File: src/rtl/pwl_pkg.sv
// pwl_pkg: shared types and fixed-point constants for the piecewise-linear
// activation pipeline.
//   pwl_mode_e  - per-beat function select (SIGMOID / TANH)
//   pwl_ctrl_t  - control payload carried alongside data through the stages
//   X_SAT, X_MID, X_ONE, C_HI, C_MID, C_LO, ONE - breakpoints and offsets as
//   functions of the fractional width f.
package pwl_pkg;

    localparam int unsigned PWL_W_DEF = 20;
    localparam int unsigned PWL_F_DEF = 16;

    typedef enum logic {
        SIGMOID = 1'b0,
        TANH    = 1'b1
    } pwl_mode_e;

    // Control payload: input sign and function select travel with the data.
    typedef struct packed {
        logic      neg;
        pwl_mode_e mode;
    } pwl_ctrl_t;

    // 1.0
    function automatic int unsigned ONE(input int unsigned f);
        return 32'd1 << f;
    endfunction

    // 5.0: saturation breakpoint
    function automatic int unsigned X_SAT(input int unsigned f);
        return 32'd5 << f;
    endfunction

    // 2.375: upper-middle breakpoint
    function automatic int unsigned X_MID(input int unsigned f);
        return 32'd19 << (f - 32'd3);
    endfunction

    // 1.0: lower-middle breakpoint
    function automatic int unsigned X_ONE(input int unsigned f);
        return 32'd1 << f;
    endfunction

    // 0.84375: offset of the slope-1/32 segment
    function automatic int unsigned C_HI(input int unsigned f);
        return 32'd27 << (f - 32'd5);
    endfunction

    // 0.625: offset of the slope-1/8 segment
    function automatic int unsigned C_MID(input int unsigned f);
        return 32'd5 << (f - 32'd3);
    endfunction

    // 0.5: offset of the slope-1/4 segment
    function automatic int unsigned C_LO(input int unsigned f);
        return 32'd1 << (f - 32'd1);
    endfunction

endpackage

File: src/rtl/pwl_segment.sv
// pwl_segment: combinational piecewise-linear core f(a) on an unsigned
// magnitude. Shifts are logical and truncating.
//   a_i   - unsigned magnitude, W+1 bits, Q.F
//   f_c_o - f(a), W+1 bits, Q.F, in [0.5, 1.0] (combinational)
module pwl_segment
    import pwl_pkg::*;
#(
    parameter int unsigned W = PWL_W_DEF,
    parameter int unsigned F = PWL_F_DEF
) (
    input  logic [W:0] a_i,
    output logic [W:0] f_c_o
);

    localparam int unsigned AW = W + 1;

    localparam logic [W:0] K_ONE   = AW'(ONE(F));
    localparam logic [W:0] K_X_SAT = AW'(X_SAT(F));
    localparam logic [W:0] K_X_MID = AW'(X_MID(F));
    localparam logic [W:0] K_X_ONE = AW'(X_ONE(F));
    localparam logic [W:0] K_C_HI  = AW'(C_HI(F));
    localparam logic [W:0] K_C_MID = AW'(C_MID(F));
    localparam logic [W:0] K_C_LO  = AW'(C_LO(F));

    // Segment select, highest breakpoint first.
    always_comb begin
        f_c_o = K_ONE;
        if (a_i >= K_X_SAT) begin
            f_c_o = K_ONE;
        end else if (a_i >= K_X_MID) begin
            f_c_o = (a_i >> 5) + K_C_HI;
        end else if (a_i >= K_X_ONE) begin
            f_c_o = (a_i >> 3) + K_C_MID;
        end else begin
            f_c_o = (a_i >> 2) + K_C_LO;
        end
    end

endmodule

File: src/rtl/pwl_act_pipe.sv
// pwl_act_pipe: three-stage piecewise-linear sigmoid/tanh unit with
// valid/ready flow control on both sides.
//   clk, rst_n           - clock, asynchronous active-low reset
//   in_valid / in_ready  - input handshake (in_ready is combinational)
//   in_x, in_mode        - signed Q.F sample, 0 = sigmoid / 1 = tanh
//   out_valid / out_ready- output handshake
//   out_z                - signed Q.F result
// Build option: define PWL_TANH_EN to build the tanh path; otherwise in_mode
// is ignored and every beat is sigmoid.
module pwl_act_pipe
    import pwl_pkg::*;
#(
    parameter int unsigned W = PWL_W_DEF,
    parameter int unsigned F = PWL_F_DEF
) (
    input  logic         clk,
    input  logic         rst_n,
    input  logic         in_valid,
    output logic         in_ready,
    input  logic [W-1:0] in_x,
    input  logic         in_mode,
    output logic         out_valid,
    input  logic         out_ready,
    output logic [W-1:0] out_z
);

    localparam int unsigned AW = W + 1;

    localparam logic [W-1:0] MAG_MAX   = {1'b0, {(W-1){1'b1}}};
    localparam logic [W:0]   MAG_MAX_A = AW'(MAG_MAX);
    localparam logic [W:0]   K_ONE     = AW'(ONE(F));

    logic         en;
    pwl_mode_e    mode_in;
    logic [W-1:0] abs_x;
    logic [W:0]   mag;
    logic [W:0]   seg_f;

    logic         v1_q, v1_d;
    pwl_ctrl_t    ctl1_q, ctl1_d;
    logic [W:0]   mag1_q, mag1_d;

    logic         v2_q, v2_d;
    pwl_ctrl_t    ctl2_q, ctl2_d;
    logic [W:0]   y2_q, y2_d;

    logic         out_valid_q, out_valid_d;
    logic [W-1:0] out_z_q, out_z_d;

    // Whole pipeline advances together; a held output stalls every stage.
    assign en        = !out_valid_q || out_ready;
    assign in_ready  = en;
    assign out_valid = out_valid_q;
    assign out_z     = out_z_q;

`ifdef PWL_TANH_EN
    logic [W:0] mag2;
    logic [W:0] t3;

    assign mode_in = pwl_mode_e'(in_mode);

    // tanh(x) = 2*sigmoid(2x) - 1: double the magnitude, saturating.
    always_comb begin
        mag2 = {mag[W-1:0], 1'b0};
        if (mag2 > MAG_MAX_A) begin
            mag2 = MAG_MAX_A;
        end
    end

    assign t3 = (y2_q << 1) - K_ONE;
`else
    logic unused_cfg;

    assign mode_in    = SIGMOID;
    assign unused_cfg = in_mode ^ ctl2_q.mode;
`endif

    // S1: magnitude, sign and mode capture.
    always_comb begin
        abs_x  = in_x[W-1] ? (~in_x + W'(1)) : in_x;
        // Only the most negative input still has its top bit set after negation.
        mag    = abs_x[W-1] ? MAG_MAX_A : AW'(abs_x);
        v1_d   = v1_q;
        ctl1_d = ctl1_q;
        mag1_d = mag1_q;
        if (en) begin
            v1_d        = in_valid;
            ctl1_d.neg  = in_x[W-1];
            ctl1_d.mode = mode_in;
            mag1_d      = mag;
`ifdef PWL_TANH_EN
            if (mode_in == TANH) begin
                mag1_d = mag2;
            end
`endif
        end
    end

    // S2: segment evaluation.
    pwl_segment #(
        .W (W),
        .F (F)
    ) u_segment (
        .a_i   (mag1_q),
        .f_c_o (seg_f)
    );

    always_comb begin
        v2_d   = v2_q;
        ctl2_d = ctl2_q;
        y2_d   = y2_q;
        if (en) begin
            v2_d   = v1_q;
            ctl2_d = ctl1_q;
            y2_d   = seg_f;
        end
    end

    // S3: symmetry and mode post-processing; out_z only moves on a real beat.
    always_comb begin
        out_valid_d = out_valid_q;
        out_z_d     = out_z_q;
        if (en) begin
            out_valid_d = v2_q;
            if (v2_q) begin
                out_z_d = W'(ctl2_q.neg ? (K_ONE - y2_q) : y2_q);
`ifdef PWL_TANH_EN
                if (ctl2_q.mode == TANH) begin
                    out_z_d = W'(ctl2_q.neg ? (AW'(0) - t3) : t3);
                end
`endif
            end
        end
    end

    // Stage registers.
    always_ff @(posedge clk or negedge rst_n) begin
        if (!rst_n) begin
            v1_q        <= 1'b0;
            ctl1_q      <= '0;
            mag1_q      <= '0;
            v2_q        <= 1'b0;
            ctl2_q      <= '0;
            y2_q        <= '0;
            out_valid_q <= 1'b0;
            out_z_q     <= '0;
        end else begin
            v1_q        <= v1_d;
            ctl1_q      <= ctl1_d;
            mag1_q      <= mag1_d;
            v2_q        <= v2_d;
            ctl2_q      <= ctl2_d;
            y2_q        <= y2_d;
            out_valid_q <= out_valid_d;
            out_z_q     <= out_z_d;
        end
    end

endmodule

File: config.mk
export PLATFORM = sky130hd
export DESIGN_NAME = pwl_act_pipe
export DESIGN_NICKNAME = d
export VERILOG_FILES = /design/src/rtl/pwl_pkg.sv /design/src/rtl/pwl_segment.sv /design/src/rtl/pwl_act_pipe.sv
export SDC_FILE = /design/constraint.sdc
export NUM_CORES = 1
export LEC_CHECK = 0
export CAP_MARGIN = 5
export CELL_PAD_IN_SITES_DETAIL_PLACEMENT = 0
export CELL_PAD_IN_SITES_GLOBAL_PLACEMENT = 1
export CORE_ASPECT_RATIO = 1.2
export CORE_MARGIN = 3
export CORE_UTILIZATION = 42
export DETAILED_ROUTE_END_ITERATION = 12
export PLACE_DENSITY_LB_ADDON = 0.1
export REMOVE_ABC_BUFFERS = 1
export SETUP_SLACK_MARGIN = 0.5
export SYNTH_ARGS = -nofsm -noshare
export SYNTH_HDL_FRONTEND = slang
export SYNTH_SLANG_ARGS = --single-unit
File: constraint.sdc
create_clock -name clk -period 2.55 [get_ports clk]
set_input_delay 0.51 -clock clk [delete_from_list [all_inputs] [get_ports clk]]
set_output_delay 0.51 -clock clk [all_outputs]
set_load 0.02 [all_outputs]
After elaboration in Yosys (flattened, before gate mapping)
Index checks and enable logic that the tools add are counted.
W data, S select, Z words.

word-level totals
  logic and storage cells = 26
  input bits = 25
  output and inout bits = 22
  flip-flop bits (word level) = 66

cells by class
  mux-type cells = 6
  add/sub/neg operators = 5
  reductions and logical operators = 3
  bitwise operators = 1
  $lt $le $gt $ge = 3

operators by type and width
  cell                      count
  $mux W20                  5
  $ge A21 B17 Y1 const B    1
  $ge A21 B18 Y1 const B    1
  $ge A21 B19 Y1 const B    1
  $add A19 B16 Y20 const B  1
  $add A20 B1 Y20 const B   1
  $not A20 Y20              1
  $sub A17 B20 Y20 const A  1
  $add A18 B16 Y19 const B  1
  $mux W19                  1
  $add A16 B16 Y17 const B  1
  $reduce_and A2 Y1         1
  $logic_not A1 Y1          1
  $logic_or A1 B1 Y1        1

Depth between registers and ports, before layout
  depth after elaboration = 4
  mapped depth = 8
  mapped depth without buffers = 7

By module
From an unflattened synthesis, not the netlist that was laid out.

unflattened totals
  cell total of the unflattened synthesis = 441
  area, all modules = 3,797.4 um^2

modules (own cells, without submodules)
  module        area an instance (um^2)  cells an instance  seq. area each (um^2)  instances
  pwl_act_pipe  3,128.0                  346                1,601.5                1
  pwl_segment   669.4                    95                 0.0                    1

Least setup slack after synthesis
No wires, ideal clock.

  path type = input-to-reg
  start = in in_x[0]
  end = reg mag1_q[18]
  path slack = 0.210 ns
  path buffers = 0
  required time = 2.418 ns
  setup time = 0.132 ns
  stages = 7
  data arrival time = 2.207 ns
  cell sequence = inv_1 -> ha_1 -> or4b_1 -> or3_4 -> or3_1 -> a211oi_1 -> o22ai_1

on the way
  cells in the longest elaborated chain, start to end = 4

ends and longest elaborated chain
  what                  line                 text
  start, declared       pwl_act_pipe.sv:20   input logic [W-1:0] in_x,
  $not A20 Y20          pwl_act_pipe.sv:80   abs_x = in_x[W-1] ? (~in_x + W'(1)) : in_x;
  $add A20 B1 Y20       pwl_act_pipe.sv:80
  $mux W20              pwl_act_pipe.sv:80
  $mux W19              pwl_act_pipe.sv:82   mag = abs_x[W-1] ? MAG_MAX_A : AW'(abs_x);
  end signal, assigned  pwl_act_pipe.sv:150  mag1_q <= mag1_d;
  end, declared         pwl_act_pipe.sv:41   logic [W:0] mag1_q, mag1_d;

No other way between the ends.
A chain may end at the register's enable or synchronous reset.

Final worst setup path
  start = in in_x[1]
  end = reg mag1_q[15]

Same word-level chain as after synthesis.

==> impl_metrics.json <==
{
  "cpMaxStageDelayCell": "or4_4",
  "r2r_cells": 5,
  "area_growth_pct": 34.9,
  "cts.sinks": 62,
  "wl_mm": 8.43,
  "cp_top_family": "simple AND/OR/NAND/NOR gates",
  "cap_violations": 0,
  "end_kind": "flip-flop",
  "cts_hold_buf": 0,
  "cpMostUsedCell": "or4_4",
  "post-place-cells": 562,
  "worstPathCellList": "buf_8, buf_6, or4_4, or4_4, o21a_1, a31o_1, a21oi_1",
  "globalplace.congestion": 0.834,
  "ios": 47,
  "critPathMaxFanout": 5,
  "insertedDiodeCount": 0,
  "antenna_found_initial": 0,
  "r2r_end": "out_z[17]",
  "drc": 0,
  "drive_above_1_share_pct": 24.2,
  "tightest_slew_ps": 741,
  "grt_pass1_vias": 3039,
  "rrSetupSlack_ps": 520,
  "die_area_um2": 9660,
  "multi_input_area_um2": 2100,
  "coreArea_um2": 8200,
  "synth_cell_types": 59,
  "routed_via_density": 5.29,
  "regArea_um2": 1560,
  "path_buf_inv": 2,
  "clk_pin_slew_ps": 70,
  "slew-limit-headroom_pct": 50.6,
  "synth-main-ff-cell": "dfrtp_1",
  "clock_latency_ps": 340,
  "fin_nets": 507,
  "cp.required_ps": 2810,
  "grt_max_degree": 63,
  "slew_violations": 0,
  "antenna_left": 0,
  "cp-start-kind": "input port",
  "ir_drop_uv": 294,
  "hold_viol_final": 0,
  "chipHeight_um": 107,
  "root_buffer": "clkbuf_8",
  "io_buffers": 45,
  "startpoint": "in_x[1]",
  "fillers": 776,
  "synth_edf_count": 0,
  "crit_type": "input port to flip-flop",
  "grt_util_all_layers_pct": 18.3,
  "setup_viol": 0,
  "yosys-top-cells-area": "dfrtp_1 (43%), nand2_1 (7.1%), xor2_1 (5.9%), o21ai_0 (5.7%), ha_1 (3.5%)",
  "syn_area_um2": 3570,
  "cts_tree": "built",
  "power_mw": 4.80,
  "slowest_delay_ps": 550,
  "hold_ws_ps": 157,
  "drtIter0Drc": 151,
  "via_count": 3114,
  "critical_path_depth": 7,
  "arrival_ps": 2350,
  "async_reset_ff_share_pct": 100,
  "hp-class": "input port to asynchronous set/reset pin",
  "final_cells": 589,
  "initial_utilization_pct": 43.6,
  "synth_top_area_share_pct": 43.4,
  "drt_pass1_iterations": 4,
  "min_period_over_period_pct": 82.1,
  "cts_buffer_depth": 2,
  "die_x_um": 90.2,
  "numCtsBuffers": 9,
  "yosysSeqAreaShare_pct": 43.4,
  "syn_inst": 396,
  "period_needed_ps": 2090,
  "endpoint": "mag1_q[15]",
  "yosysTopAreaCell": "dfrtp_1",
  "synth-seq-cells": 62,
  "syn_area_per_cell_um2": 9.03,
  "dp_hpwl_mm": 5.96,
  "dp_slack_ps": -336,
  "yosys_warnings": 0,
  "wl_per_cell_um": 14.3,
  "p_leak_nw": 2.08,
  "r2r-start": "y2_q[4]",
  "rsz0062_at_grt": "yes",
  "status": "completed",
  "max_freq_mhz": 478,
  "fin_ws_ps": 456,
  "htree_levels": 3,
  "power.density_nw_per_um2": 996,
  "overflow": 0,
  "fp-row-count": 36,
  "fin_skew_ps": 5.15,
  "grt_pass1_wl_mm": 14.3
}
==> layout make-up <==
cell class,instances,area share (%)
Multi-Input combinational cell,301,43.6
Tap cell,114,2.96
Inverter,10,0.882
Timing Repair Buffer,88,16.4
Clock inverter,1,0.623
Sequential cell,62,32.3
Clock buffer,13,3.29
==> synth_stat cells, drive strengths merged (4+ instances only) <==
master,n
inv,10
o41ai,6
nand3,5
a22o,6
o31ai,9
nand2b,4
ha,10
clkbuf,21
a21oi,12
nor4,5
a22oi,4
o31a,4
nor2,30
dfrtp,62
a31oi,16
or4,8
mux2i,4
or3,7
xor2,24
nand2,69
o21ai,42
==> metal layers <==
layer  GRT usage, %  share of wire (%)  up-vias
li1               -                  -     1575
met1           20.6                 41     1455
met2           33.5                 53       74
met3           3.44                4.2       10
met4           8.32                1.5        0
met5              0                  0        -
==> registers in the layout, indices dropped and copies added (netlist names) <==
name	cells
ctl2_q	1
v1_q	1
y2_q	18
v2_q	1
out_valid	1
ctl1_q	1
out_z	20
mag1_q	19
==> stage by stage <==
step                      instance area [um2]  setup TNS [ps]  utilization, %
after floorplan                          3490          -18730               -
final                                    4820               0            58.8
after detailed placement                 4330           -4170            52.8
after global placement                   4330           -3700            52.8
after global routing                     4820               0            58.8
after CTS                                4700               0            57.4
==> report_power, final <==
part	internal, mW	leakage [nW]	switching [mW]
Combinational	1.03	1.23	1.11
Sequential	1.37	0.749	0.439
Clock	0.495	0.0956	0.358
Total	2.90	2.08	1.90
==> timing repair <==
action	in CTS	in global routing
hold endpoints to repair	0	0
resized for setup	64	29
buffers inserted	9	4
setup endpoints to repair	29	45
pin swaps	15	19
==> worst reg2reg max path, stage by stage, from the launching register on <==
cell	delay [ps]
dfrtp_2	420
or4_4	560
or3_4	410
o311ai_4	280
xor2_1	170
o21ai_1	70
==> how the worst min path moves through the flow <==
stage	from	to	slack [ps]	cells after the start
2_1_floorplan	rst_n	ctl1_q[1]	210	0
3_3_place_gp	v1_q	v1_q	450	2
3_5_place_dp	ctl1_q[1]	ctl1_q[1]	460	2
4_1_cts	rst_n	out_z[8]	170	2
5_1_grt	rst_n	out_z[8]	190	2
6_report	rst_n	out_z[8]	160	2
==> cells by family (layout without fill, tap and decap cells) <==
family | after synthesis | in the layout | share of synthesized area, %
flip-flops | 62 | 62 | 43.4
AO/OA/AOI/OAI | 118 | 118 | 21.7
adder cells (fa/ha/maj) | 10 | 10 | 3.50
AND/OR/NAND/NOR | 141 | 141 | 19.8
buffers and inverters | 33 | 112 | 3.50
XOR/XNOR | 27 | 27 | 6.62
multiplexers | 5 | 5 | 1.44
==> placed cells by master (no fill, tap or decap), drive strengths merged, types with 4 or more instances in the layout <==
cell type,count
a21oi,12
a22o,6
a22oi,4
a31oi,16
buf,48
clkbuf,14
clkdlybuf4s15,5
clkdlybuf4s50,29
dfrtp,62
dlygate4sd2,5
ha,10
inv,10
mux2i,4
nand2,69
nand2b,4
nand3,5
nor2,30
nor4,5
o21ai,42
o31a,4
o31ai,9
o41ai,6
or3,7
or4,8
xor2,24
Note: power is estimated with default switching activity, not from simulation.
